## src/rtl/cordic_wrapper_pkg.sv

```systemverilog
// Shared types and the arctangent constant table for the iterative CORDIC engine.
package cordic_wrapper_pkg;

  typedef enum logic {
    CORDIC_ROTATION  = 1'b0,
    CORDIC_VECTORING = 1'b1
  } cordic_func;

  typedef enum logic [1:0] {
    ST_IDLE = 2'd0,
    ST_ITER = 2'd1,
    ST_DONE = 2'd2
  } cordic_state_e;

  localparam int SHIFT_W = 6;

  // atan(2^-i) as a fraction of one full turn, scaled by 2^32.
  function automatic logic [31:0] atan_turn32(input int unsigned idx);
    case (idx)
      0:  return 32'h2000_0000;
      1:  return 32'h12E4_051E;
      2:  return 32'h09FB_385B;
      3:  return 32'h0511_11D4;
      4:  return 32'h028B_0D43;
      5:  return 32'h0145_D7E1;
      6:  return 32'h00A2_F61E;
      7:  return 32'h0051_7C55;
      8:  return 32'h0028_BE53;
      9:  return 32'h0014_5F2F;
      10: return 32'h000A_2F98;
      11: return 32'h0005_17CC;
      12: return 32'h0002_8BE6;
      13: return 32'h0001_45F3;
      14: return 32'h0000_A2F9;
      15: return 32'h0000_517C;
      16: return 32'h0000_28BE;
      17: return 32'h0000_145F;
      18: return 32'h0000_0A2F;
      19: return 32'h0000_0517;
      20: return 32'h0000_028B;
      21: return 32'h0000_0145;
      22: return 32'h0000_00A2;
      23: return 32'h0000_0051;
      24: return 32'h0000_0028;
      25: return 32'h0000_0014;
      26: return 32'h0000_000A;
      27: return 32'h0000_0005;
      28: return 32'h0000_0002;
      29: return 32'h0000_0001;
      default: return 32'h0000_0000;
    endcase
  endfunction

  // Binary-angle atan(2^-idx) rounded to nearest at the given width (width <= 32).
  function automatic logic [31:0] cordic_atan(input int unsigned idx, input int unsigned width);
    logic [32:0] acc;
    acc = {1'b0, atan_turn32(idx)};
    if (width >= 32) return acc[31:0];
    acc = acc + (33'd1 << (31 - width));
    return 32'(acc >> (32 - width));
  endfunction

endpackage

```

## src/rtl/cordic_micro_rot.sv

```systemverilog
// One combinational CORDIC micro-rotation: shift-add on x/y, arctangent step on z.
module cordic_micro_rot
  import cordic_wrapper_pkg::*;
#(
  parameter int DATA_W = 16
) (
  input  cordic_func               func_i,
  input  logic [SHIFT_W-1:0]       shift_i,
  input  logic signed [DATA_W+1:0] x_i,
  input  logic signed [DATA_W+1:0] y_i,
  input  logic [DATA_W-1:0]        z_i,
  output logic signed [DATA_W+1:0] x_o,
  output logic signed [DATA_W+1:0] y_o,
  output logic [DATA_W-1:0]        z_o
);

  logic signed [DATA_W+1:0] x_sh;
  logic signed [DATA_W+1:0] y_sh;
  logic [DATA_W-1:0]        angle;
  logic                     d_pos;

  always_comb begin
    x_sh  = x_i >>> shift_i;
    y_sh  = y_i >>> shift_i;
    angle = DATA_W'(cordic_atan(32'(shift_i), DATA_W));
    d_pos = (func_i == CORDIC_ROTATION) ? ~z_i[DATA_W-1] : y_i[DATA_W+1];
    if (d_pos) begin
      x_o = x_i - y_sh;
      y_o = y_i + x_sh;
      z_o = z_i - angle;
    end else begin
      x_o = x_i + y_sh;
      y_o = y_i - x_sh;
      z_o = z_i + angle;
    end
  end

endmodule

```

## src/rtl/cordic_iter_engine.sv

```systemverilog
// Iterative CORDIC engine: quadrant pre-rotation, then ROT_PER_CYCLE micro-rotations per clock.
//   state | meaning
//   IDLE  | waiting for an input sample
//   ITER  | micro-rotations in progress
//   DONE  | result presented, waiting for downstream
module cordic_iter_engine
  import cordic_wrapper_pkg::*;
#(
  parameter int DATA_W             = 16,
  parameter int NUM_MICRO_ROTATION = 12,
  parameter int ROT_PER_CYCLE      = 1
) (
  input  logic                     i_clk,
  input  logic                     i_rst,
  input  logic                     i_valid,
  output logic                     o_ready,
  input  cordic_func               i_func,
  input  logic signed [DATA_W-1:0] i_x,
  input  logic signed [DATA_W-1:0] i_y,
  input  logic signed [DATA_W-1:0] i_z,
  output logic                     o_valid,
  input  logic                     i_ready,
  output logic signed [DATA_W+1:0] o_x,
  output logic signed [DATA_W+1:0] o_y,
  output logic signed [DATA_W-1:0] o_z
);

  localparam int XW = DATA_W + 2;
  localparam int CW = $clog2(NUM_MICRO_ROTATION + 1);
  localparam logic [DATA_W-1:0] QUARTER  = {2'b01, {(DATA_W-2){1'b0}}};
  localparam logic [CW-1:0]     CNT_STEP = CW'(ROT_PER_CYCLE);
  localparam logic [CW-1:0]     CNT_LAST = CW'(NUM_MICRO_ROTATION - ROT_PER_CYCLE);

  if ((NUM_MICRO_ROTATION % ROT_PER_CYCLE) != 0) begin : g_bad_rot_per_cycle
    $error("ROT_PER_CYCLE must divide NUM_MICRO_ROTATION");
  end
  if (NUM_MICRO_ROTATION < 4 || NUM_MICRO_ROTATION > DATA_W || DATA_W > 32) begin : g_bad_range
    $error("NUM_MICRO_ROTATION must lie in 4..DATA_W and DATA_W must not exceed 32");
  end

  cordic_state_e      state_q, state_d;
  cordic_func         func_q, func_d;
  logic [CW-1:0]      cnt_q, cnt_d;
  logic signed [XW-1:0] x_q, x_d, y_q, y_d;
  logic [DATA_W-1:0]  z_q, z_d;
  logic               in_xfer;
  logic               cnt_last;

  logic signed [XW-1:0] x_ext, y_ext, pre_x, pre_y;
  logic [DATA_W-1:0]    pre_z;

  logic signed [XW-1:0] x_c [ROT_PER_CYCLE+1];
  logic signed [XW-1:0] y_c [ROT_PER_CYCLE+1];
  logic [DATA_W-1:0]    z_c [ROT_PER_CYCLE+1];

  always_ff @(posedge i_clk) begin
    if (i_rst) state_q <= ST_IDLE;
    else       state_q <= state_d;
  end

  assign cnt_last = (cnt_q == CNT_LAST);

  always_comb begin
    state_d = state_q;
    unique case (state_q)
      ST_IDLE: if (i_valid)  state_d = ST_ITER;
      ST_ITER: if (cnt_last) state_d = ST_DONE;
      ST_DONE: if (i_ready)  state_d = i_valid ? ST_ITER : ST_IDLE;
      default:               state_d = ST_IDLE;
    endcase
  end

  always_comb begin
    o_ready = (state_q == ST_IDLE) || ((state_q == ST_DONE) && i_ready);
    o_valid = (state_q == ST_DONE);
  end

  assign in_xfer = i_valid && o_ready;

  // Fold the operand into the right half-plane so the micro-rotations converge.
  always_comb begin
    x_ext = {{2{i_x[DATA_W-1]}}, i_x};
    y_ext = {{2{i_y[DATA_W-1]}}, i_y};
    pre_x = x_ext;
    pre_y = y_ext;
    pre_z = i_z;
    if (i_func == CORDIC_ROTATION) begin
      if (i_z[DATA_W-1:DATA_W-2] == 2'b01) begin
        pre_x = -y_ext;
        pre_y = x_ext;
        pre_z = i_z - QUARTER;
      end else if (i_z[DATA_W-1:DATA_W-2] == 2'b10) begin
        pre_x = y_ext;
        pre_y = -x_ext;
        pre_z = i_z + QUARTER;
      end
    end else begin
      if (i_x[DATA_W-1] && !i_y[DATA_W-1]) begin
        pre_x = y_ext;
        pre_y = -x_ext;
        pre_z = i_z + QUARTER;
      end else if (i_x[DATA_W-1] && i_y[DATA_W-1]) begin
        pre_x = -y_ext;
        pre_y = x_ext;
        pre_z = i_z - QUARTER;
      end
    end
  end

  assign x_c[0] = x_q;
  assign y_c[0] = y_q;
  assign z_c[0] = z_q;

  for (genvar k = 0; k < ROT_PER_CYCLE; k++) begin : g_chain
    logic [SHIFT_W-1:0] shift;
    assign shift = SHIFT_W'(cnt_q) + SHIFT_W'(k);
    cordic_micro_rot #(.DATA_W(DATA_W)) u_micro_rot (
      .func_i  (func_q),
      .shift_i (shift),
      .x_i     (x_c[k]),
      .y_i     (y_c[k]),
      .z_i     (z_c[k]),
      .x_o     (x_c[k+1]),
      .y_o     (y_c[k+1]),
      .z_o     (z_c[k+1])
    );
  end

  always_comb begin
    func_d = func_q;
    cnt_d  = cnt_q;
    x_d    = x_q;
    y_d    = y_q;
    z_d    = z_q;
    if (in_xfer) begin
      func_d = i_func;
      cnt_d  = '0;
      x_d    = pre_x;
      y_d    = pre_y;
      z_d    = pre_z;
    end else if (state_q == ST_ITER) begin
      cnt_d = cnt_q + CNT_STEP;
      x_d   = x_c[ROT_PER_CYCLE];
      y_d   = y_c[ROT_PER_CYCLE];
      z_d   = z_c[ROT_PER_CYCLE];
    end
  end

  always_ff @(posedge i_clk) begin
    if (i_rst) begin
      func_q <= CORDIC_ROTATION;
      cnt_q  <= '0;
      x_q    <= '0;
      y_q    <= '0;
      z_q    <= '0;
    end else begin
      func_q <= func_d;
      cnt_q  <= cnt_d;
      x_q    <= x_d;
      y_q    <= y_d;
      z_q    <= z_d;
    end
  end

  assign o_x = x_q;
  assign o_y = y_q;
  assign o_z = z_q;

endmodule
```

## config.mk

```make
export PLATFORM = sky130hd
export DESIGN_NAME = cordic_iter_engine
export DESIGN_NICKNAME = d
export VERILOG_FILES = /design/src/rtl/cordic_wrapper_pkg.sv /design/src/rtl/cordic_micro_rot.sv /design/src/rtl/cordic_iter_engine.sv
export SDC_FILE = /design/constraint.sdc
export NUM_CORES = 1
export LEC_CHECK = 0
export CAP_MARGIN = 40
export CORE_UTILIZATION = 54
export CTS_CLUSTER_SIZE = 25
export DETAILED_ROUTE_END_ITERATION = 8
export MAX_ROUTING_LAYER = met4
export PLACE_DENSITY = 0.82
export SLEW_MARGIN = 30
export SYNTH_ARGS = -nofsm -noshare
export SYNTH_HDL_FRONTEND = slang
export SYNTH_SLANG_ARGS = --single-unit
```

## constraint.sdc

```tcl
create_clock -name i_clk -period 4.9 [get_ports i_clk]
set_clock_uncertainty 0.2 [all_clocks]
set_input_delay 0.98 -clock i_clk [delete_from_list [all_inputs] [get_ports i_clk]]
set_output_delay 0.98 -clock i_clk [all_outputs]
set_load 0.1 [all_outputs]
```

# == After elaboration in Yosys (flattened, before gate mapping) ==
# Memories as Yosys holds them, arrays and structs flattened. A register that Yosys moved wholly into a read port is not among the register bits.
# Cells that the tools add are included.
# W data, S select, Z words.
# word_totals
mem_count,1
output_inout_bits,54
mem_bits_ro,960
ff_bits,59
ramBits,0
latch_bits,0
wordCells,72
in_bits,53
# classes
shift,2
n_eq_ne,8
magnitude_cmp,0
mux,32
reduce_logical,10
bitwise_logic,1
n_div,0
multipliers,0
addsub,12
# mem_list
name,words,width,read_ports,rd_ports_with_merged_regs,wr,line_no,source
(name not given),32,30,1,1,0,cordic_wrapper_pkg.sv:19,case (idx)
# ops
operator,count
$mux W18,16
$mux W16,8
$add A18 B18 Y18,2
$neg A16 Y18,2
$sshr A18 B4 Y18,2
$sub A18 B18 Y18,2
$add A32 B16 Y32 const B,1
$add A16 B15 Y16 const B,1
$add A16 B16 Y16,1
$sub A16 B15 Y16 const B,1
$sub A16 B16 Y16,1
$mux W5,2
$mux W2,3
$pmux W2 S3,1
$add A4 B1 Y4 const B,1
$eq A2 B1 Y1 const B,2
$eq A2 B2 Y1 const B,2
$eq A4 B4 Y1 const B,1
$logic_and A1 B1 Y1,4
$ne A2 B2 Y1 const B,2
$reduce_and A3 Y1,1
$logic_not A2 Y1,1
$mux W1,2
$ne A2 B1 Y1 const B,1
other kinds (5),5

# == Longest topological paths before layout ==
# Gate-level depths: netlist of the first run.
# logic_depth
word_depth,6
ltp_mapped,20
mapped_depth_nobuf,17

# == Hierarchy ==
# Synthesis of the first run repeated with hierarchy kept, for this count alone.
# unflattened
cells_unflattened,1557
hier_area_um2,11628.7
# by_module_without_submodules
module,cells_each,n_inst,area_per_inst_um2,seq_area_each_um2
cordic_micro_rot,809,1,6269.8,0.0
cordic_iter_engine,748,1,5358.9,1181.1

# == Least setup slack after synthesis of the first run ==
# No wires, ideal clock.
# synth_timing
path_kind,reg-to-reg
from,"reg x_q[12], in the netlist o_x[12]"
to,"reg y_q[14], in the netlist o_y[14]"
slack_ns,-0.359
setup_time_ns,0.092
path_stages_with_launch,16
period_less_slack_ns,5.259
arrival_ns,4.967
path_buffers,0
required_time_ns,4.608
cell_sequence,dfxtp_1 -> mux4_1 -> mux2_2 -> a222oi_1 -> ha_1 -> inv_1 -> o41a_1 -> xor2_1 -> ha_1 -> nor3_1 -> o21ai_0 -> a41o_1 -> o41ai_1 -> o21ai_0 -> or3_1 -> o32ai_1
# synth_via
elab_chain_cells,5
elab_cells_between_ends,6
classes_between,2 x add/sub; 1 x shift; 3 x mux
# synth_rtl
element,line_no,source
start: declaration,cordic_iter_engine.sv:44,"logic signed [XW-1:0] x_q, x_d, y_q, y_d;"
start signal: assignment,cordic_iter_engine.sv:153,x_q <= '0;
start signal: assignment,cordic_iter_engine.sv:159,x_q <= x_d;
$sshr A18 B4 Y18 (*),cordic_micro_rot.sv:23,x_sh = x_i >>> shift_i;
$sub A18 B18 Y18 or $add A18 B18 Y18 (tied branches),"cordic_micro_rot.sv:33, cordic_micro_rot.sv:29",
$mux W18 (*),cordic_micro_rot.sv:27,if (d_pos) begin
$mux W18 (*),cordic_iter_engine.sv:141,end else if (state_q == ST_ITER) begin
$mux W18 (*),cordic_iter_engine.sv:135,if (in_xfer) begin
end signal: assignment,cordic_iter_engine.sv:160,y_q <= y_d;
end: declaration,cordic_iter_engine.sv:44,
# Every way passes the cells marked *; elsewhere a longest branch is shown, timed or not. The select of a mux whose other input is x is not followed.
# A chain may end at the register's enable or synchronous reset.

# == Worst setup path in the final report of the first run ==
# layout_timing
from,reg cnt_q[1]
to,"reg y_q[14], in the netlist o_y[14]"
# layout_via
elab_chain_cells,5
elab_cells_between_ends,6
classes_between,2 x add/sub; 1 x shift; 3 x mux
# layout_rtl
element,line_no,source
start: declaration,cordic_iter_engine.sv:43,"logic [CW-1:0] cnt_q, cnt_d;"
start signal: assignment,cordic_iter_engine.sv:158,cnt_q <= cnt_d;
$sshr A18 B4 Y18 (*),cordic_micro_rot.sv:23,
$sub A18 B18 Y18 or $add A18 B18 Y18 (tied branches),"cordic_micro_rot.sv:33, cordic_micro_rot.sv:29",
$mux W18 (*),cordic_micro_rot.sv:27,
$mux W18 (*),cordic_iter_engine.sv:141,
$mux W18 (*),cordic_iter_engine.sv:135,
# Marked as above.

==> results.md, run 1 <==
- The run finished with clean final reports.
- In the synthesized netlist the async set-or-reset flop fraction comes to 0%.
- The clock tree from TritonCTS is built.
- The number of nets with antenna violations after detailed routing is 0.
- The tree is rooted in a sky130_fd_sc_hd__clkbuf_16.
- The type of the worst setup path is reg2reg.
- In the layout the commonest cells are sky130_fd_sc_hd__nor2_1 (159), sky130_fd_sc_hd__nand2_1 (138), sky130_fd_sc_hd__buf_4 (119).
- The die is 143 um wide.
- The fraction of layout cells with a size suffix above 1 is 19.5%.
- The class of the worst hold path is reg2reg.
- In the final layout, flip-flops and latches occupy 0.00151 mm^2.
- 107 I/O pins were placed.
- The number of global-route vias before repair came to 11,700.
- Once the floorplan was initialized, standard cells occupied 55.1% of the core.
- The maximum clock path buffer count is 2.
- The count of filler cells inserted in the layout is 1,496.
- In this design, the critical path's most frequently occurring cell is sky130_fd_sc_hd__buf_4.
- Global routing consumed, on the met3 layer, 11.8% of the routing resources.
- Net switching is 50.7% of the power.
- IR analysis of the VDD net gives a maximum drop of 308 uV.
- Power spread over the standard cell area amounts to 438 mW/mm^2.
- The final routed DRC violation total is 0.
- The pin count of the biggest net entering global routing is 51.
- Detailed routing inserted a total of 12,900 vias.
- The startpoint kind of the worst setup timing path is a register.
- CTS saw 74 sinks.
- The final wirelength is 43,300 um.
- The maximum cell stage delay along the critical path is 540 ps.
- The final layout contains 1,780 nets.
- The final clock period utilization by the worst path is 96.6%.
- In this run the most used layer during global routing was met2.
- Counting every instance in the synthesized netlist gives 1,477.
- The slowest stage of the critical path belongs to the cell sky130_fd_sc_hd__mux4_2.
- The time the final worst path needs with I/O delays and setup is 4730 ps.
- The synthesized netlist contains 85 unique library cells.
- The final weighted congestion of routability-driven global placement is 1.06.
- Once layout is complete, the cells apart from fillers number 1,930.
- After synthesis the cells add up to 0.0107 mm^2.
- The final number of setup-violating endpoints is 0.
- Summing all multi-input logic gate instances after layout gives 0.00881 mm^2.
- The first-pass GRT wire length is 65,900 um.
- Of the total power, registers draw 13.9%.
- Global routing used 44.0% of the available tracks.
- For the pin with the worst max-slew slack, the measured transition is 893 ps.
- The most frequent standard cell in the layout excluding fill and tap cells is sky130_fd_sc_hd__nor2_1.
- Using the TritonRoute via totals, the vias-per-cell ratio works out to 6.69.
- The critical path capture point type is a register.
- The final hold violation count is 0.
- The synthesis-to-finish area growth is 31.0%.
- The average instance in the mapped netlist occupies 7.25 um^2.
- At the worst endpoint, the arrival time is 4740 ps.
- The height of the die is 143 um.
- Counting the buffers created by CTS gives 9.
- The row count is 51.
- Including well taps, the total number of placed cells is 1,904.
- The iteration-0 DRC count of the detailed router is 1,312.
- The core area is 0.0195 mm^2.
- After synthesis, flip-flops and latches occupy 13.8% of the total area.
- For the worst-skew pair, the clock arrives at the later sink with an insertion delay of 350 ps.
- Global routing consumed, on the met1 layer, 51.6% of the routing resources.
- The critical path goes through mux4_2 > mux2_4 > a222oi_1 > ha_2 > nor2_1 > xor2_1 > ha_1 > a21o_1 > a21oi_2 > buf_4 > o21ai_1 > a41o_1 > o41ai_4 > buf_4 > o21bai_1 > a211oi_2 > o32ai_2.
- The clock network burns 11.9% of the power.
- The final-layout setup total negative slack is 0 ps.
- The number of port buffers is 106.
- In this run the worst path has a maximum fanout of 3.
- The clock-pin slew of the registers on the worst-case setup and hold paths is 70 ps.
- Dividing the detail-routed wire length by the instance count gives 22.4 um.
- The internal power of the cells is 0.00303 W.
- The relative contribution of combinational cells to total power is 74.2%.
- Summed over all nets, the switching power comes to 0.00311 W.
- The headroom to the max-slew limit is 40.5%.
- The number of antenna violations at the first check in global routing is 0.
- Counting both buffers and inverters, the worst setup path holds a total of 2.
- The first-pass iteration count of the detailed router is 6.
- The total count of max-transition violations in the final report came to 0.
- The upper clock frequency limit is 211 MHz.
- The global-route met2 utilization is 67.2%.
- The overall die area is 0.0204 mm^2.
- The tool flagged a number of max-cap violations equal to 0.
- The required time reported for the critical path endpoint is 4910 ps.
- The register bit count reported by yosys is 74.
- The net count after synthesis is 1,597.
- Summed over all nets, the half-perimeter wirelength after detailed placement is 32,500 um.
- The analysis attributes to cell leakage a power of 5.54 nW.
- Setup repair after global routing could not meet its margin everywhere.
- The H-tree was split into 3 levels.
- The number of synthesis warnings is 0.
- The number of enable flip-flop cells after synthesis is 0.
- The number of antenna diodes in the final layout is 0.
- In the synthesized netlist the dominant register cell turns out to be sky130_fd_sc_hd__dfxtp_1.
- After global routing the overflow that remains totals 0.
- The top cell family by delay on the critical path is compound AO/OA/AOI/OAI gates.
[worst reg2reg max path: stages (launching register included)]
cell and delay [ps]:
sky130_fd_sc_hd__dfxtp_2 360, sky130_fd_sc_hd__mux4_2 540, sky130_fd_sc_hd__mux2_4 300, sky130_fd_sc_hd__a222oi_1 490, sky130_fd_sc_hd__ha_2 330, sky130_fd_sc_hd__nor2_1 70
sky130_fd_sc_hd__xor2_1 290, sky130_fd_sc_hd__ha_1 320, sky130_fd_sc_hd__a21o_1 200, sky130_fd_sc_hd__a21oi_2 200, sky130_fd_sc_hd__buf_4 150, sky130_fd_sc_hd__o21ai_1 70
sky130_fd_sc_hd__a41o_1 280, sky130_fd_sc_hd__o41ai_4 230, sky130_fd_sc_hd__buf_4 170, sky130_fd_sc_hd__o21bai_1 70, sky130_fd_sc_hd__a211oi_2 210, sky130_fd_sc_hd__o32ai_2 110
[power by group through the flow]
| stage | Clock (W) | Sequential (W) | Combinational, W |
|---|---|---|---|
| after floorplan | 0 | 0.00140 | 0.00219 |
| after global placement | 0 | 0.000842 | 0.00393 |
| after detailed placement | 0 | 0.000845 | 0.00425 |
| after CTS | 0.000733 | 0.000833 | 0.00429 |
| after global routing | 0.000764 | 0.000855 | 0.00484 |
| final | 0.000732 | 0.000853 | 0.00456 |
[metal layers]
| metal | vias to the layer above | routed length [um] |
|---|---|---|
| met1 | 6066 | 16300 |
| met5 | - | 0 |
| met4 | 0 | 3010 |
| li1 | 5851 | - |
| met3 | 203 | 4640 |
| met2 | 788 | 19300 |
[through the flow]
step	area (um^2)	hold slack, ps	setup WS [ps]	util (%)	power, W
6_report	14000	299	166	72.1	0.00615
5_1_grt	14000	336	-57.1	72.1	0.00646
4_1_cts	13700	296	16.1	70.5	0.00586
3_5_place_dp	13400	287	-3.24	68.8	0.00510
3_3_place_gp	12600	277	36.2	64.6	0.00477
2_1_floorplan	10700	262	40.8	-	0.00359
[path summary, 6_finish.rpt]
kind	start	endpoint	slack [ps]	cells past startpoint
min reg2reg	func_q$_SDFFE_PP0P_	func_q$_SDFFE_PP0P_	300	2
max	cnt_q[1]$_SDFFE_PP0P_	o_y[14]$_SDFFE_PP0P_	170	17
max reg2reg	cnt_q[1]$_SDFFE_PP0P_	o_y[14]$_SDFFE_PP0P_	170	17
min	func_q$_SDFFE_PP0P_	func_q$_SDFFE_PP0P_	300	2
[cell families (layout without fill, tap and decap cells)]
family | Yosys count | count (layout) | share of synthesized area [%]
DFF | 74 | 74 | 13.8
buffers and inverters | 157 | 345 | 5.85
muxes | 81 | 81 | 11.4
AOI/OAI and AO/OA | 451 | 451 | 27.6
xor gates and xnor gates | 118 | 118 | 9.77
adders and majority gates | 67 | 67 | 8.03
and+or+nand+nor | 529 | 529 | 23.5
[what timing repair did]
item,4_1_cts,5_1_grt
buffers inserted,0,8
setup endpoints to repair,1,14
gates resized for setup,1,61
gates cloned,0,1
pin swaps,1,30
hold buffers,0,0
[Yosys cell counts (all sizes together), types with 8 or more instances]
cell | instances | share of area, %
nor2 | 163 | 5.7
nand2 | 138 | 4.8
a21oi | 114 | 5.3
o21ai | 102 | 4.8
clkbuf | 85 | 3.0
xnor2 | 80 | 6.5
dfxtp | 74 | 14
ha | 64 | 7.5
a211oi | 52 | 3.6
nor3 | 45 | 2.1
nand3 | 44 | 2.1
inv | 39 | 1.4
mux2i | 38 | 3.6
xor2 | 37 | 3.0
mux4 | 31 | 6.6
buf | 30 | 1.4
a31oi | 23 | 1.3
or3 | 22 | 1.3
o211ai | 18 | 1.3
and2 | 17 | 0.99
a311oi | 15 | 1.2
and3 | 15 | 0.88
nand2b | 14 | 0.82
mux2 | 12 | 1.3
nand4 | 12 | 0.70
o31ai | 11 | 0.82
a21o | 10 | 0.70
o22ai | 10 | 0.58
or2 | 9 | 0.55
a22oi | 8 | 0.56
nor4 | 8 | 0.47
o21a | 8 | 0.56
[area by class of cell]
type | count | area share, %
Sequential cell | 74 | 10.8
Tap cell | 265 | 2.36
Timing Repair Buffer | 287 | 20.7
Clock buffer | 9 | 1.60
Inverter | 42 | 1.12
Clock inverter | 7 | 0.678
Multi-Input combinational cell | 1246 | 62.8
Power figures use the tool's default switching activity.
==> run 2, diff against run 1 <==
CORE_UTILIZATION = 32   (was 54)
PLACE_DENSITY = 0.55   (was 0.82)
==> run 2 against run 1 <==
Compared with the run above: sequential power rose by 1%; core utilization is 28 points lower; sequential share of layout area shrank 0.28 points; power fell by 0.44%; worst setup slack lost 28 ps; cell count is 10% higher; largest power group unchanged.
==> results.md, run 2 (synthesized netlist as in run 1, its figures left out) <==
- The wire-length estimate of the detail-placed layout is 34,200 um.
- The most frequent standard cell in the layout excluding fill and tap cells is sky130_fd_sc_hd__nor2_1.
- The maximum cell stage delay along the critical path is 530 ps.
- The number of buffers added to fix hold violations after cts is 0.
- The headroom to the max-slew limit is 44.6%.
- The initial core utilization is 32.8%.
- The class of the worst hold path is reg2reg.
- The height of the die is 185 um.
- For this design, the sink count on the clock tree is 74.
- The number of global-route vias before repair is 11,800.
- The floorplan step defined a die boundary enclosing 0.0342 mm^2.
- The iteration-0 DRC count of the detailed router is 921.
- The first global-routing pass estimated 68,000 um of wire.
- The die is 185 um wide.
- Global routing consumed, over all layers together, 26.6% of the routing resources.
- The top cell types in the final layout, fill and taps aside, are sky130_fd_sc_hd__nor2_1 (161), sky130_fd_sc_hd__buf_4 (140), sky130_fd_sc_hd__nand2_1 (138).
- The number of antenna violations at the first check in global routing is 1.
- The number of nets with antenna violations after detailed routing is 0.
- The area growth from synthesis to layout is 34.7%.
- For the pin with the worst max-slew slack, the measured transition is 831 ps.
- Traced cell by cell, the critical path runs through buf_4 > mux4_2 > mux2i_2 > or3b_2 > o21ai_1 > nand4b_1 > inv_1 > a21oi_1 > xor2_1 > ha_1 > and4_1 > a21oi_1 > a21boi_4 > a211oi_2 > o31a_1 > or3_1 > a31o_2 > o221a_2.
- At the later pin of the worst-skew pair, clock insertion delay measures 350 ps.
- The total count of max-transition violations in the final report was 0.
- After detailed routing, the average wire length per cell comes to 20.7 um.
- The number of clock buffers added by TritonCTS is 9.
- The time the final worst path needs with I/O delays and setup is 4760 ps.
- The first-pass iteration count of the detailed router is 5.
- The utilization after layout is 44.1%.
- The fraction of layout cells with a size suffix above 1 is 19.6%.
- In the routed design, unresolved DRC markers number 0.
- The final-layout setup total negative slack is 0 ps.
- The count of non-filler cells in the finished layout is 2,129.
- The upper clock frequency limit is 210 MHz.
- The number of H-tree levels is 3.
- The final number of setup-violating endpoints is 0.
- The power per cell area is 424 mW/mm^2.
- The clock tree from TritonCTS is built.
- After layout, the worst path uses 97.2% of the clock period.
- The count of filler cells inserted in the layout is 3,279.
- Setup repair after global routing could not meet its margin everywhere.
- The maximum clock path buffer count is 2.
- The final weighted congestion of routability-driven global placement is 1.00.
- The final wirelength is 44,200 um.
- The run finished with clean final reports.
- The total overflow left after global routing is 0.
- The startpoint kind of the worst setup timing path is a register.
- In the routed layout, each cell is associated on average with a via count of 5.80.
- After the last flow step, the layout net total stands at 1,801.
- The critical path capture point type is a register.
- Summing all placed instances gives a cell area of 0.0138 mm^2.
- The clock-pin slew of the registers on the worst-case setup and hold paths is 70 ps.
- In this design, the critical path's most frequently occurring cell is sky130_fd_sc_hd__a21oi_1.
- The number of buffers and inverters on the critical path is 2.
- The total vias in the final route is 12,300.
- The count of boundary I/O pins is 107.
- Among all stages on the critical path, the largest delay is contributed by sky130_fd_sc_hd__mux4_2.
- Entering global routing, the biggest net connects 51 pins.
- After detailed placement, the design holds a cell count of 2,101.
- The number of port buffers is 106.
- The standby leakage power is 5.66 nW.
- The floorplan step defined a core boundary enclosing 0.0327 mm^2.
- The initialized floorplan defines 66 standard-cell rows.
- The worst hold slack after final layout is 301 ps.
- The final hold violation count is 0.
- Grouping stages by cell kind, the critical path spends the most delay in compound AO/OA/AOI/OAI gates.
- The maximum fanout along the worst path is 7.
- VDD sags by at most 285 uV.
- The type of the worst setup path is reg2reg.
- The cell at the root of the clock tree is sky130_fd_sc_hd__clkbuf_16.
- Data on the critical path is required at its endpoint by 4940 ps.
- Data arrives at the worst endpoint at 4800 ps.
- Once layout is done, the placed cells without fillers occupy 0.0144 mm^2.
- Max-cap violations in this run came to 0.
==> run 2: cell types whose count changed in the layout (fill, tap and decap cells not counted), moves of 4 or more <==
cell	change
sky130_fd_sc_hd__mux2i_1	-4
sky130_fd_sc_hd__buf_8	-5
sky130_fd_sc_hd__o21ai_2	-4
sky130_fd_sc_hd__buf_16	+5
sky130_fd_sc_hd__buf_4	+21
==> run 2: routing by layer <==
layer | routed length (um) | track usage (%) | vias to the layer above
met5 | 0 | - | -
met4 | 2090 | 11.7 | 0
met3 | 3230 | 4.15 | 110
met2 | 20100 | 42.3 | 531
met1 | 18700 | 33.0 | 5818
li1 | - | - | 5890
==> run 2: stage by stage <==
stage               power (W)  setup slack, ps
floorplan             0.00359             40.8
global placement      0.00491             21.0
detailed placement    0.00521            -55.3
CTS                   0.00596             31.6
global route          0.00650            -47.0
finish                0.00612              138
==> run 2: worst paths after layout <==
check	cells after the start	start	slack (ps)	to
worst max-delay path	18	cnt_q[0]$_SDFFE_PP0P_	140	o_x[15]$_SDFFE_PP0P_
worst min-delay path	2	func_q$_SDFFE_PP0P_	300	func_q$_SDFFE_PP0P_
worst max register to register	18	cnt_q[0]$_SDFFE_PP0P_	140	o_x[15]$_SDFFE_PP0P_
worst min register to register	2	func_q$_SDFFE_PP0P_	300	func_q$_SDFFE_PP0P_
==> run 2: worst register-to-register path, delay by kind of cell (launching register included) <==
| family | cells | cell delay (ps) |
|---|---|---|
| compound gates | 8 | 1460 |
| simple gates | 4 | 1140 |
| mux | 2 | 720 |
| flops | 1 | 420 |
| fa+ha+maj | 1 | 320 |
| buf+inv | 2 | 240 |
| xor+xnor | 1 | 170 |
==> run 2: power by group <==
| part | switching (W) | internal, W |
|---|---|---|
| logic | 0.00258 | 0.00196 |
| clock network | 0.000307 | 0.000406 |
| registers | 0.000165 | 0.000699 |
| total | 0.00305 | 0.00306 |
==> run 2: repair_timing <==
| action | in CTS | in global routing |
|---|---|---|
| buffers inserted | 1 | 9 |
| resized for setup | 2 | 46 |
| setup endpoints to repair | 5 | 12 |
| gates cloned | 0 | 0 |
| pin swaps | 1 | 13 |
==> run 2: area by class of cell <==
| type | count | area, um^2 | share of cell area, % |
|---|---|---|---|
| Timing Repair Buffer | 308 | 3100 | 21.5 |
| Inverter | 42 | 158 | 1.09 |
| Antenna cell | 1 | 2.50 | 0.0173 |
| Clock buffer | 9 | 225 | 1.56 |
| Sequential cell | 74 | 1510 | 10.5 |
| Multi-Input combinational cell | 1246 | 8800 | 61.0 |
| Clock inverter | 7 | 85.1 | 0.590 |
| Tap cell | 442 | 553 | 3.83 |
